<file path="src/rtl/thr2pry_pkg.sv">
// Shared types and elaboration-time helpers for the thermometer-to-priority pipe.
package thr2pry_pkg;

  typedef enum logic {
    DIR_LSB = 1'b0,
    DIR_MSB = 1'b1
  } dir_e;

  // Smallest p with base**p >= number (0 for number <= 1).
  function automatic int clogbase(input int number, input int base);
    int p;
    int v;
    p = 0;
    v = 1;
    if (base >= 2) begin
      while (v < number) begin
        v = v * base;
        p = p + 1;
      end
    end
    return p;
  endfunction

  // Spreads `stages` cuts evenly over `levels` tree levels; the last level always gets one.
  function automatic bit cut_at(input int level, input int stages, input int levels);
    if (levels <= 0) begin
      return 1'b0;
    end else begin
      return (((level + 1) * stages) / levels) > ((level * stages) / levels);
    end
  endfunction

endpackage

</file>
<file path="src/rtl/thr2pry_stage.sv">
// One SPLIT-ary reduction level of the thermometer tree, with an optional
// valid/ready register slice on its output.
module thr2pry_stage
  import thr2pry_pkg::*;
#(
  parameter int SPLIT = 2,
  parameter int NIN   = 2,
  parameter int SUB   = 1,
  parameter int IW    = 1,
  parameter bit REG   = 1'b0
) (
  input  logic                     clk,
  input  logic                     rst,
  input  logic                     in_vld,
  output logic                     in_rdy,
  input  logic [NIN-1:0]           in_any,
  input  logic [NIN-1:0]           in_all,
  input  logic [NIN-1:0]           in_err,
  input  logic [NIN*IW-1:0]        in_idx,
  output logic                     out_vld,
  input  logic                     out_rdy,
  output logic [NIN/SPLIT-1:0]     out_any,
  output logic [NIN/SPLIT-1:0]     out_all,
  output logic [NIN/SPLIT-1:0]     out_err,
  output logic [NIN/SPLIT*IW-1:0]  out_idx
);

  localparam int NOUT = NIN / SPLIT;

  logic [NOUT-1:0]    c_any;
  logic [NOUT-1:0]    c_all;
  logic [NOUT-1:0]    c_err;
  logic [NOUT*IW-1:0] c_idx;

  // Per group: the lowest non-empty child wins; every child above it must be all ones.
  always_comb begin
    logic          found;
    logic          all_ones;
    logic          bad;
    logic          take;
    logic [IW-1:0] idx;
    int            k;
    c_any = '0;
    c_all = '0;
    c_err = '0;
    c_idx = '0;
    for (int g = 0; g < NOUT; g++) begin
      found    = 1'b0;
      all_ones = 1'b1;
      bad      = 1'b0;
      idx      = '0;
      for (int c = 0; c < SPLIT; c++) begin
        k        = g * SPLIT + c;
        take     = ~found & in_any[k];
        bad      = take ? in_err[k] : (bad | (found & ~in_all[k]));
        idx      = take ? (IW'(c * SUB) + in_idx[k*IW +: IW]) : idx;
        found    = found | in_any[k];
        all_ones = all_ones & in_all[k];
      end
      c_any[g]           = found;
      c_all[g]           = all_ones;
      c_err[g]           = bad;
      c_idx[g*IW +: IW]  = idx;
    end
  end

  if (REG) begin : g_reg
    logic               vld_q;
    logic [NOUT-1:0]    any_q;
    logic [NOUT-1:0]    all_q;
    logic [NOUT-1:0]    err_q;
    logic [NOUT*IW-1:0] idx_q;

    assign in_rdy = ~vld_q | out_rdy;

    // Register slice: loads whenever empty or being drained.
    always_ff @(posedge clk) begin
      if (rst) begin
        vld_q <= 1'b0;
        any_q <= '0;
        all_q <= '0;
        err_q <= '0;
        idx_q <= '0;
      end else if (in_rdy) begin
        vld_q <= in_vld;
        any_q <= c_any;
        all_q <= c_all;
        err_q <= c_err;
        idx_q <= c_idx;
      end
    end

    assign out_vld = vld_q;
    assign out_any = any_q;
    assign out_all = all_q;
    assign out_err = err_q;
    assign out_idx = idx_q;
  end else begin : g_pass
    assign in_rdy  = out_rdy;
    assign out_vld = in_vld;
    assign out_any = c_any;
    assign out_all = c_all;
    assign out_err = c_err;
    assign out_idx = c_idx;
  end

endmodule

</file>
<file path="src/rtl/thr2pry_pipe.sv">
// Thermometer vector to one-hot priority plus binary index, with null/error flags,
// built as a pipelined SPLIT-ary reduction tree with valid/ready on both sides.
module thr2pry_pipe
  import thr2pry_pkg::*;
#(
  parameter int    WIDTH     = 32,
  parameter int    SPLIT     = 2,
  parameter string DIRECTION = "LSB",
  parameter int    STAGES    = 1
) (
  input  logic                                       clk,
  input  logic                                       rst,
  input  logic                                       s_vld,
  output logic                                       s_rdy,
  input  logic [WIDTH-1:0]                           s_thr,
  output logic                                       m_vld,
  input  logic                                       m_rdy,
  output logic [WIDTH-1:0]                           m_pry,
  output logic [((WIDTH > 1) ? $clog2(WIDTH) : 1)-1:0] m_idx,
  output logic                                       m_nul,
  output logic                                       m_err
);

  localparam int   POWER_LOG = clogbase(WIDTH, SPLIT);
  localparam int   POWER     = SPLIT ** POWER_LOG;
  localparam int   IW        = (POWER > 1) ? $clog2(POWER) : 1;
  localparam int   IDXW      = (WIDTH > 1) ? $clog2(WIDTH) : 1;
  localparam dir_e DIR       = (DIRECTION == "MSB") ? DIR_MSB : DIR_LSB;

  logic [POWER-1:0] padded;
  logic [POWER-1:0] leaf;
  logic             t_vld;
  logic             t_rdy;
  logic             t_any;
  logic             t_err;
  logic [IW-1:0]    t_idx;

  // MSB mode is folded onto the LSB tree by bit reversal of the padded vector.
  always_comb begin
    padded             = '0;
    padded[WIDTH-1:0]  = s_thr;
    for (int i = WIDTH; i < POWER; i++) begin
      padded[i] = (DIR == DIR_LSB) ? s_thr[WIDTH-1] : 1'b0;
    end
    for (int i = 0; i < POWER; i++) begin
      leaf[i] = (DIR == DIR_LSB) ? padded[i] : padded[POWER-1-i];
    end
  end

  if (POWER_LOG == 0) begin : g_flat
    assign t_vld = s_vld;
    assign s_rdy = t_rdy;
    assign t_any = leaf[0];
    assign t_err = 1'b0;
    assign t_idx = '0;
  end else begin : g_tree
    for (genvar l = 0; l < POWER_LOG; l++) begin : lvl
      localparam int NIN  = POWER / (SPLIT ** l);
      localparam int NOUT = NIN / SPLIT;

      logic               i_vld;
      logic               i_rdy;
      logic               o_vld;
      logic               o_rdy;
      logic [NIN-1:0]     i_any;
      logic [NIN-1:0]     i_all;
      logic [NIN-1:0]     i_err;
      logic [NIN*IW-1:0]  i_idx;
      logic [NOUT-1:0]    o_any;
      logic [NOUT-1:0]    o_all;
      logic [NOUT-1:0]    o_err;
      logic [NOUT*IW-1:0] o_idx;

      if (l == 0) begin : g_src
        assign i_vld = s_vld;
        assign s_rdy = i_rdy;
        assign i_any = leaf;
        assign i_all = leaf;
        assign i_err = '0;
        assign i_idx = '0;
      end else begin : g_src
        assign i_vld = lvl[l-1].o_vld;
        assign i_any = lvl[l-1].o_any;
        assign i_all = lvl[l-1].o_all;
        assign i_err = lvl[l-1].o_err;
        assign i_idx = lvl[l-1].o_idx;
      end

      if (l == POWER_LOG - 1) begin : g_snk
        assign o_rdy = t_rdy;
      end else begin : g_snk
        assign o_rdy = lvl[l+1].i_rdy;
      end

      // The cut belonging to the last level is the output register below.
      thr2pry_stage #(
        .SPLIT (SPLIT),
        .NIN   (NIN),
        .SUB   (SPLIT ** l),
        .IW    (IW),
        .REG   (cut_at(l, STAGES, POWER_LOG) && (l != POWER_LOG - 1))
      ) u_stage (
        .clk     (clk),
        .rst     (rst),
        .in_vld  (i_vld),
        .in_rdy  (i_rdy),
        .in_any  (i_any),
        .in_all  (i_all),
        .in_err  (i_err),
        .in_idx  (i_idx),
        .out_vld (o_vld),
        .out_rdy (o_rdy),
        .out_any (o_any),
        .out_all (o_all),
        .out_err (o_err),
        .out_idx (o_idx)
      );
    end

    assign t_vld = lvl[POWER_LOG-1].o_vld;
    assign t_any = lvl[POWER_LOG-1].o_any[0];
    assign t_err = lvl[POWER_LOG-1].o_err[0];
    assign t_idx = lvl[POWER_LOG-1].o_idx[IW-1:0];
  end

  logic [WIDTH-1:0] f_pry;
  logic [IDXW-1:0]  f_idx;
  logic [IW-1:0]    d_idx;
  logic             f_nul;
  logic             f_err;

  // Undo the reversal on the index and expand it to the one-hot priority.
  always_comb begin
    f_pry = '0;
    f_idx = '0;
    d_idx = (DIR == DIR_LSB) ? t_idx : (IW'(POWER - 1) - t_idx);
    if (t_any) begin
      f_idx = d_idx[IDXW-1:0];
      for (int i = 0; i < WIDTH; i++) begin
        f_pry[i] = (d_idx == IW'(i));
      end
    end else begin
      f_idx = '0;
    end
    f_nul = ~t_any;
    f_err = t_err & t_any;
  end

  if (STAGES > 0) begin : g_oreg
    logic             vld_q;
    logic [WIDTH-1:0] pry_q;
    logic [IDXW-1:0]  idx_q;
    logic             nul_q;
    logic             err_q;

    assign t_rdy = ~vld_q | m_rdy;

    // Output register slice; holds while downstream stalls.
    always_ff @(posedge clk) begin
      if (rst) begin
        vld_q <= 1'b0;
        pry_q <= '0;
        idx_q <= '0;
        nul_q <= 1'b0;
        err_q <= 1'b0;
      end else if (t_rdy) begin
        vld_q <= t_vld;
        pry_q <= f_pry;
        idx_q <= f_idx;
        nul_q <= f_nul;
        err_q <= f_err;
      end
    end

    assign m_vld = vld_q;
    assign m_pry = pry_q;
    assign m_idx = idx_q;
    assign m_nul = nul_q;
    assign m_err = err_q;
  end else begin : g_comb
    assign t_rdy = m_rdy;
    assign m_vld = t_vld;
    assign m_pry = f_pry;
    assign m_idx = f_idx;
    assign m_nul = f_nul;
    assign m_err = f_err;
  end

endmodule

</file>
<file path="config.mk">
export PLATFORM = sky130hd
export DESIGN_NAME = thr2pry_pipe
export DESIGN_NICKNAME = d
export VERILOG_FILES = /design/src/rtl/thr2pry_pkg.sv /design/src/rtl/thr2pry_stage.sv /design/src/rtl/thr2pry_pipe.sv
export SDC_FILE = /design/constraint.sdc
export NUM_CORES = 1
export LEC_CHECK = 0
export CORE_AREA = 2 2 77 79
export DETAILED_ROUTE_END_ITERATION = 12
export DIE_AREA = 0 0 79 81
export GPL_ROUTABILITY_DRIVEN = 0
export HOLD_SLACK_MARGIN = 0.05
export PLACE_DENSITY = 0.85
export RECOVER_POWER = 25
export SYNTH_ARGS = -nofsm -noshare
export SYNTH_HDL_FRONTEND = slang
export SYNTH_SLANG_ARGS = --single-unit
</file>
<file path="constraint.sdc">
create_clock -name clk -period 2.9 [get_ports clk]
set_clock_uncertainty 0.05 [all_clocks]
set_input_delay 0.87 -clock clk [delete_from_list [all_inputs] [get_ports clk]]
set_output_delay 0.87 -clock clk [all_outputs]
set_load 0.005 [all_outputs]
</file>
==> results of run 1 <==
[power breakdown]
part / internal, mW / switching [mW]
clock: 0.193 / 0.184
sequential: 0.556 / 0.00399
combinational: 0.128 / 0.116
total: 0.877 / 0.304
[routing by layer]
| layer | part of all wire [%] | wire (µm) |
|---|---|---|
| met2 | 52 | 3590 |
| met1 | 40 | 2770 |
| met3 | 5.0 | 343 |
| met4 | 2.9 | 197 |
| met5 | 0 | 0 |
[registers in the layout, indices dropped and copies added, names as in the netlist]
signal  flops
m_nul       1
m_err       1
m_pry      32
m_idx       5
m_vld       1
[layout make-up]
cell class	count	area (µm²)	area share, %
clock inverters	1	7.51	0.199
clock buffers	7	86.3	2.29
inverters	7	26.3	0.696
well taps	75	93.8	2.49
multi-input cells	204	1420	37.6
repair buffers	147	1340	35.5
flip-flops and latches	40	801	21.2
[cells by family (layout without fill, tap and decap cells)]
logic type	after synthesis	after routing
and+or+nand+nor	120	120
DFF	40	40
AOI/OAI and AO/OA	84	84
buffers and inverters	14	162
[worst max-delay path by stage]
stage,to,slack [ns],cells after the start
floorplan,m_pry[20]$_SDFFE_PP0P_,0.1,7
global placement,m_pry[19]$_SDFFE_PP0P_,-0.34,8
detailed placement,m_pry[9]$_SDFFE_PP0P_,-0.46,8
CTS,m_pry[3]$_SDFFE_PP0P_,0.001,8
global route,m_pry[17]$_SDFFE_PP0P_,-0.02,7
finish,m_pry[17]$_SDFFE_PP0P_,0.02,7
[through the flow]
stage	setup slack, ns	utilization, %
CTS	0.00138	63.6
finish	0.0250	66.5
detailed placement	-0.456	61.1
global placement	-0.345	61.1
floorplan	0.0971	-
global route	-0.0232	66.5
[what timing repair did]
item,CTS,global route
pin swaps,9,16
setup endpoints to repair,33,34
resized for setup,18,32
setup buffers,2,5
[layout by cell type (no fill, tap or decap), types with 6 or more instances in the layout]
master           synthesis  routed
a21oi_1                 13      12
a22o_1                   8       8
buf_4                    2      67
clkbuf_8                 0       6
clkdlybuf4s50_1          0      33
dfxtp_1                 40      40
dlygate4sd2_1            0       9
dlygate4sd3_1            0      19
dlymetal6s2s_1           0      15
inv_1                    7       7
nand2_1                 31      31
nand2b_1                 8       8
nor2_1                  34      31
nor3_1                   7       7
o21ai_1                 16      13
o31ai_1                  8       7
[worst min-delay path, stage by stage (launching register included)]
cell and delay, ns:
dfxtp_1 0.31, nand2_1 0.05, o21ai_1 0.05
==> metrics.md, run 1 <==
| Metric | Value |
|---|---|
| Status | `complete, no violations` |
| Met1 Track Usage GR | `a little under a quarter` |
| Synth async-reset ratio | `0%` |
| PwrDens | `~310 nW/µm²` |
| Synth Area in Compound Gates | `between 20 and 30%` |
| Die X-Extent | `79 µm` |
| CTS Hold Bufs | `0` |
| Hold Fails Final Rpt | `0` |
| DP Area | `~3500 µm²` |
| R2r startpoint | `m_vld$_SDFFE_PP0P_` |
| Core ar. | `~5700 µm²` |
| Depth of the CTS H-tree | `2` |
| Busiest grt layer | `met2` |
| Vias in the first global route | `2430` |
| Achievable Freq | `0.348 GHz` |
| Hold Crit Depth | `2` |
| Critical Path AT | `3.04 ns` |
| DP Cell Count | `between 400 and 500` |
| First-pass GRT wire length | `10800 µm` |
| Clock slew at reported path FFs | `about 0.070 ns` |
| Post-synth cell types | `47` |
| GR Layer Usage met2 | `approximately two fifths` |
| Crit path launch | `s_thr[12]` |
| Synth area leader | `dfxtp_1` |
| Cell with the largest stage delay on the worst path | `clkdlybuf4s50_1` |
| Mux contribution to synthesized area | `0%` |
| Fill cells | `468` |
| Grt total ovfl | `0` |
| Die Ht | `slightly above 80 µm` |
| CTS buffer count | `5` |
| Combinational family with the most area after synthesis | `simple AND/OR/NAND/NOR gates` |
| Worst-path maximum fanout | `4` |
| CP bufs+invs | `1` |
| Adder-Cell Fraction of Synth Area | `0%` |
| Starting Density | `37.8%` |
| Fin crit period | `2.88 ns` |
| Drt first-iter violations | `between 150 and 200` |
| Post-synth top area share | `37.3%` |
| Fin crit share | `99.1%` |
| PortBufs | `76` |
| # setup viols final | `0` |
| R2r endpoint | `m_pry[17]$_SDFFE_PP0P_` |
| # DRC | `0` |
| CP Capture Type | `flop` |
| Register area share after synthesis | `between 30% and 40%` |
| Worst Tran Pin Value | `roughly 0.44 ns` |
| Crit-path cells | `clkdlybuf4s50_1, nor4_4, nand2_1, or3_4, or3_4, or2_4, o21ai_1` |
| Antenna-violating nets left | `0` |
| Synth Cell Area | `2150 µm²` |
| Placed wire-length estimate | `slightly above 5000 µm` |
| Top Ports | `77` |
| Synthesized-area fraction occupied by and/or/nand/nor cells | `~31%` |
| Clock sink count | `40` |
| Full die area | `~6400 µm²` |
| CP startpoint kind | `input port` |
| Vias per cell | `between 5 and 6` |
| Post-Synth XOR/XNOR Area | `0%` |
| Worst r2r path cells | `7` |
| Slowest Stage Delay on Critical Path | `0.46 ns` |
| Avg Synthesized Cell Area | `about 8.3 µm²` |
| Total iterations of the first detailed-routing run | `4` |
| Clock latency on the worst-skew pair | `between 0.2 and 0.3 ns` |
| Number of flops mapped to enable cells by yosys | `0` |
| CP Data Required Time | `3.07 ns` |
| Slew Viols, Final | `0` |
| Synth cell count leaders | `dfxtp_1, nor2_1, nand2_1` |
| Tightest Hold Check Type | `flop to flop` |
| Row count | `28` |
| Reg2reg setup slack | `1.28 ns` |
| Largest net degree at the start of global routing | `33` |
| Ratio of cells with drive above 1 in the final layout | `between 20% and 30%` |
| Nets@finish | `441` |
| Hold Crit Start | `m_pry[29]$_SDFFE_PP0P_` |
| Top cells by area, synth | `dfxtp_1, nor2_1, nand2_1` |
| Top-count cell post-synth | `dfxtp_1` |
| Total track usage | `20.8%` |
| GR Util met3 | `2.67%` |
| Final Non-Filler Cells | `~480` |
| TritonCTS clock tree | `yes` |
| Root Buffer | `clkbuf_8` |
| Syn nets | `around 300` |
| Clock tree buffer depth | `2` |
| Vias | `around 2600` |
| Setup TNS Final | `0 ns` |
| Wire per inst | `around 14 µm` |
| Most Frequent Cell on Critical Path | `or3_4` |
| Gate count of the mapped netlist | `approximately 260` |
| Area Growth Syn to Fin | `75.9%` |
| Worst hold margin | `roughly 0.4 ns` |
| Diodes inserted | `0` |
| Pleak | `1.59 nW` |
| Worst slew margin | `around 71%` |
| Max-cap violations | `0` |
| Tot Pwr | `approximately 1.2 mW` |
| Initial antenna violation count | `0` |
| Design area | `3770 µm²` |
| Seq cells post-synth | `40` |
| Ys Warns | `0` |
| Final WL | `6900 µm` |
| Worst hold endpoint | `m_pry[29]$_SDFFE_PP0P_` |
| Max VDD drop | `0.210 mV` |
| Ys flop type | `dfxtp_1` |
| Critical path type | `input port to flop` |
| CP delay by family, top | `simple AND/OR/NAND/NOR gates` |
No activity file was read; power rests on OpenSTA's default activity.
==> inputs of run 2 (changes only) <==
Settings changed: SKIP_CTS_REPAIR_TIMING set to 1.
==> run 2 against run 1 <==
Compared with the run above: die area is the same; sequential power is essentially flat; power hardly changed; utilization decreased by 0.11 points; flip-flop and latch count unchanged; worst setup slack better by 0.0075 ns; clock power is essentially flat; global-route usage fell by 0.83 points; critical endpoint is now m_pry[12]$_SDFFE_PP0P_.
==> metrics.md, run 2 (synthesis gave the netlist of run 1 again) <==
| Metric | Value |
|---|---|
| Status | `complete, no violations` |
| Clock tree buffer depth | `2` |
| Max VDD drop | `between 0.2 and 0.25 mV` |
| Final WL | `about 6900 µm` |
| Drt first-iter violations | `between 150 and 200` |
| Initial antenna violation count | `0` |
| Placed wire-length estimate | `5170 µm` |
| Max-cap violations | `0` |
| Most common cell after layout, fill and taps aside | `buf_4` |
| CP startpoint kind | `input port` |
| # setup viols final | `0` |
| Worst hold margin | `approximately 0.4 ns` |
| Hold Crit Depth | `2` |
| Root Buffer | `clkbuf_8` |
| Max reg flops | `32` |
| Fin crit period | `2.87 ns` |
| PwrDens | `around 310 nW/µm²` |
| Full die area | `6400 µm²` |
| Fill cells | `460` |
| Final Non-Filler Cells | `478` |
| Die X-Extent | `slightly below 80 µm` |
| Met3 wire len | `between 300 and 400 µm` |
| Worst r2r path cells | `8` |
| Vias per cell | `5.35` |
| PortBufs | `76` |
| Largest net degree at the start of global routing | `33` |
| TritonCTS clock tree | `yes` |
| Total iterations of the first detailed-routing run | `4` |
| Nets@finish | `between 400 and 500` |
| Starting Density | `around 38%` |
| Wire per inst | `approximately 14 µm` |
| Worst-path maximum fanout | `3` |
| Tightest Hold Check Type | `flop to flop` |
| Die Ht | `around 81 µm` |
| DP Area | `approximately 3500 µm²` |
| Vias in the first global route | `between 2000 and 2500` |
| Most frequent cells in the layout | `buf_4, dfxtp_1, clkdlybuf4s50_1, nand2_1, nor2_1` |
| Diodes inserted | `0` |
| Routed length on met1 | `between 2000 and 3000 µm` |
| First-pass GRT wire length | `around 10000 µm` |
| Achievable Freq | `0.349 GHz` |
| Row count | `28` |
| Area Growth Syn to Fin | `75.6%` |
| DP Cell Count | `about 470` |
| Top Ports | `77` |
| Top Layer Used | `met4` |
| Vias | `about 2600` |
| CP Capture Type | `flop` |
| Clock latency on the worst-skew pair | `between 0.2 and 0.3 ns` |
| Antenna-violating nets left | `0` |
| Total track usage | `between 15 and 20%` |
| Critical path type | `input port to flop` |
| CTS buffer count | `5` |
| Slowest Stage Delay on Critical Path | `0.52 ns` |
| Slew Viols, Final | `0` |
| Hold Fails Final Rpt | `0` |
| Critical Path AT | `between 3 and 4 ns` |
| Grt total ovfl | `0` |
| Crit-path cells | `clkdlybuf4s50_1, or4_4, buf_4, o2111ai_1, and3_1, o21ai_0, buf_4, buf_4, o31ai_2` |
| Most Frequent Cell on Critical Path | `buf_4` |
| Fin crit share | `a little over nine tenths` |
| Worst Tran Pin Value | `slightly above 0.4 ns` |
| Core ar. | `approximately 5700 µm²` |
| Pleak | `1.60 nW` |
| Depth of the CTS H-tree | `2` |
| CP Data Required Time | `just over 3 ns` |
| Clock slew at reported path FFs | `0.07 ns` |
| # DRC | `0` |
| Cell with the largest stage delay on the worst path | `or4_4` |
| Clock sink count | `40` |
| Design area | `3770 µm²` |
| Worst slew margin | `72.4%` |
| DR WL met2 | `3660 µm` |
| Ratio of cells with drive above 1 in the final layout | `27.3%` |
## run 2: path summary, 6_finish.rpt
path	from	to	slack, ns
worst min register to register	m_pry[29]$_SDFFE_PP0P_	m_pry[29]$_SDFFE_PP0P_	0.40
worst max-delay path	s_thr[27]	m_pry[12]$_SDFFE_PP0P_	0.03
worst max register to register	m_vld$_SDFFE_PP0P_	m_pry[10]$_SDFFE_PP0P_	1.28
worst min-delay path	m_pry[29]$_SDFFE_PP0P_	m_pry[29]$_SDFFE_PP0P_	0.40
## run 2: power breakdown
| part | leakage [nW] | switching (mW) | internal, mW | total, mW |
|---|---|---|---|---|
| Combinational | 1.23 | 0.115 | 0.130 | 0.245 |
| Sequential | 0.324 | 0.00388 | 0.556 | 0.560 |
| Clock | 0.0445 | 0.182 | 0.193 | 0.375 |
## run 2: area by class of cell
| type | instances | area [µm²] | area share (%) |
|---|---|---|---|
| multi-input combinational | 204 | 1420 | 37.6 |
| timing repair buffer | 144 | 1340 | 35.5 |
| sequential | 40 | 801 | 21.3 |
| tap | 75 | 93.8 | 2.49 |
| clock buffer | 7 | 86.3 | 2.29 |
| inverter | 7 | 26.3 | 0.697 |
| clock inverter | 1 | 7.51 | 0.199 |
## run 2: routing by layer
metal / global-route usage (%) / vias up
li1: - / 1257
met1: 21.6 / 1186
met2: 38.1 / 95
met3: 3.11 / 17
met4: 9.14 / 0
met5: 0 / -
## run 2: critical path, delay by kind of cell
family | cells | cell delay [ns]
AO/OA/AOI/OAI | 3 | 0.52
buffers and inverters | 4 | 0.88
AND/OR/NAND/NOR | 2 | 0.76
## run 2: stage by stage
| stage | util [%] | TNS (ns) | total power, mW | setup WS, ns |
|---|---|---|---|---|
| 6_report | 66.4 | 0 | 1.18 | 0.0324 |
| 5_1_grt | 66.4 | -0.352 | 1.23 | -0.0745 |
| 4_1_cts | 62.8 | -3.54 | 1.17 | -0.157 |
| 3_5_place_dp | 61.1 | -13.86 | 0.804 | -0.456 |
| 3_3_place_gp | 61.1 | -10.74 | 0.797 | -0.345 |
| 2_1_floorplan | - | 0 | 0.646 | 0.0971 |
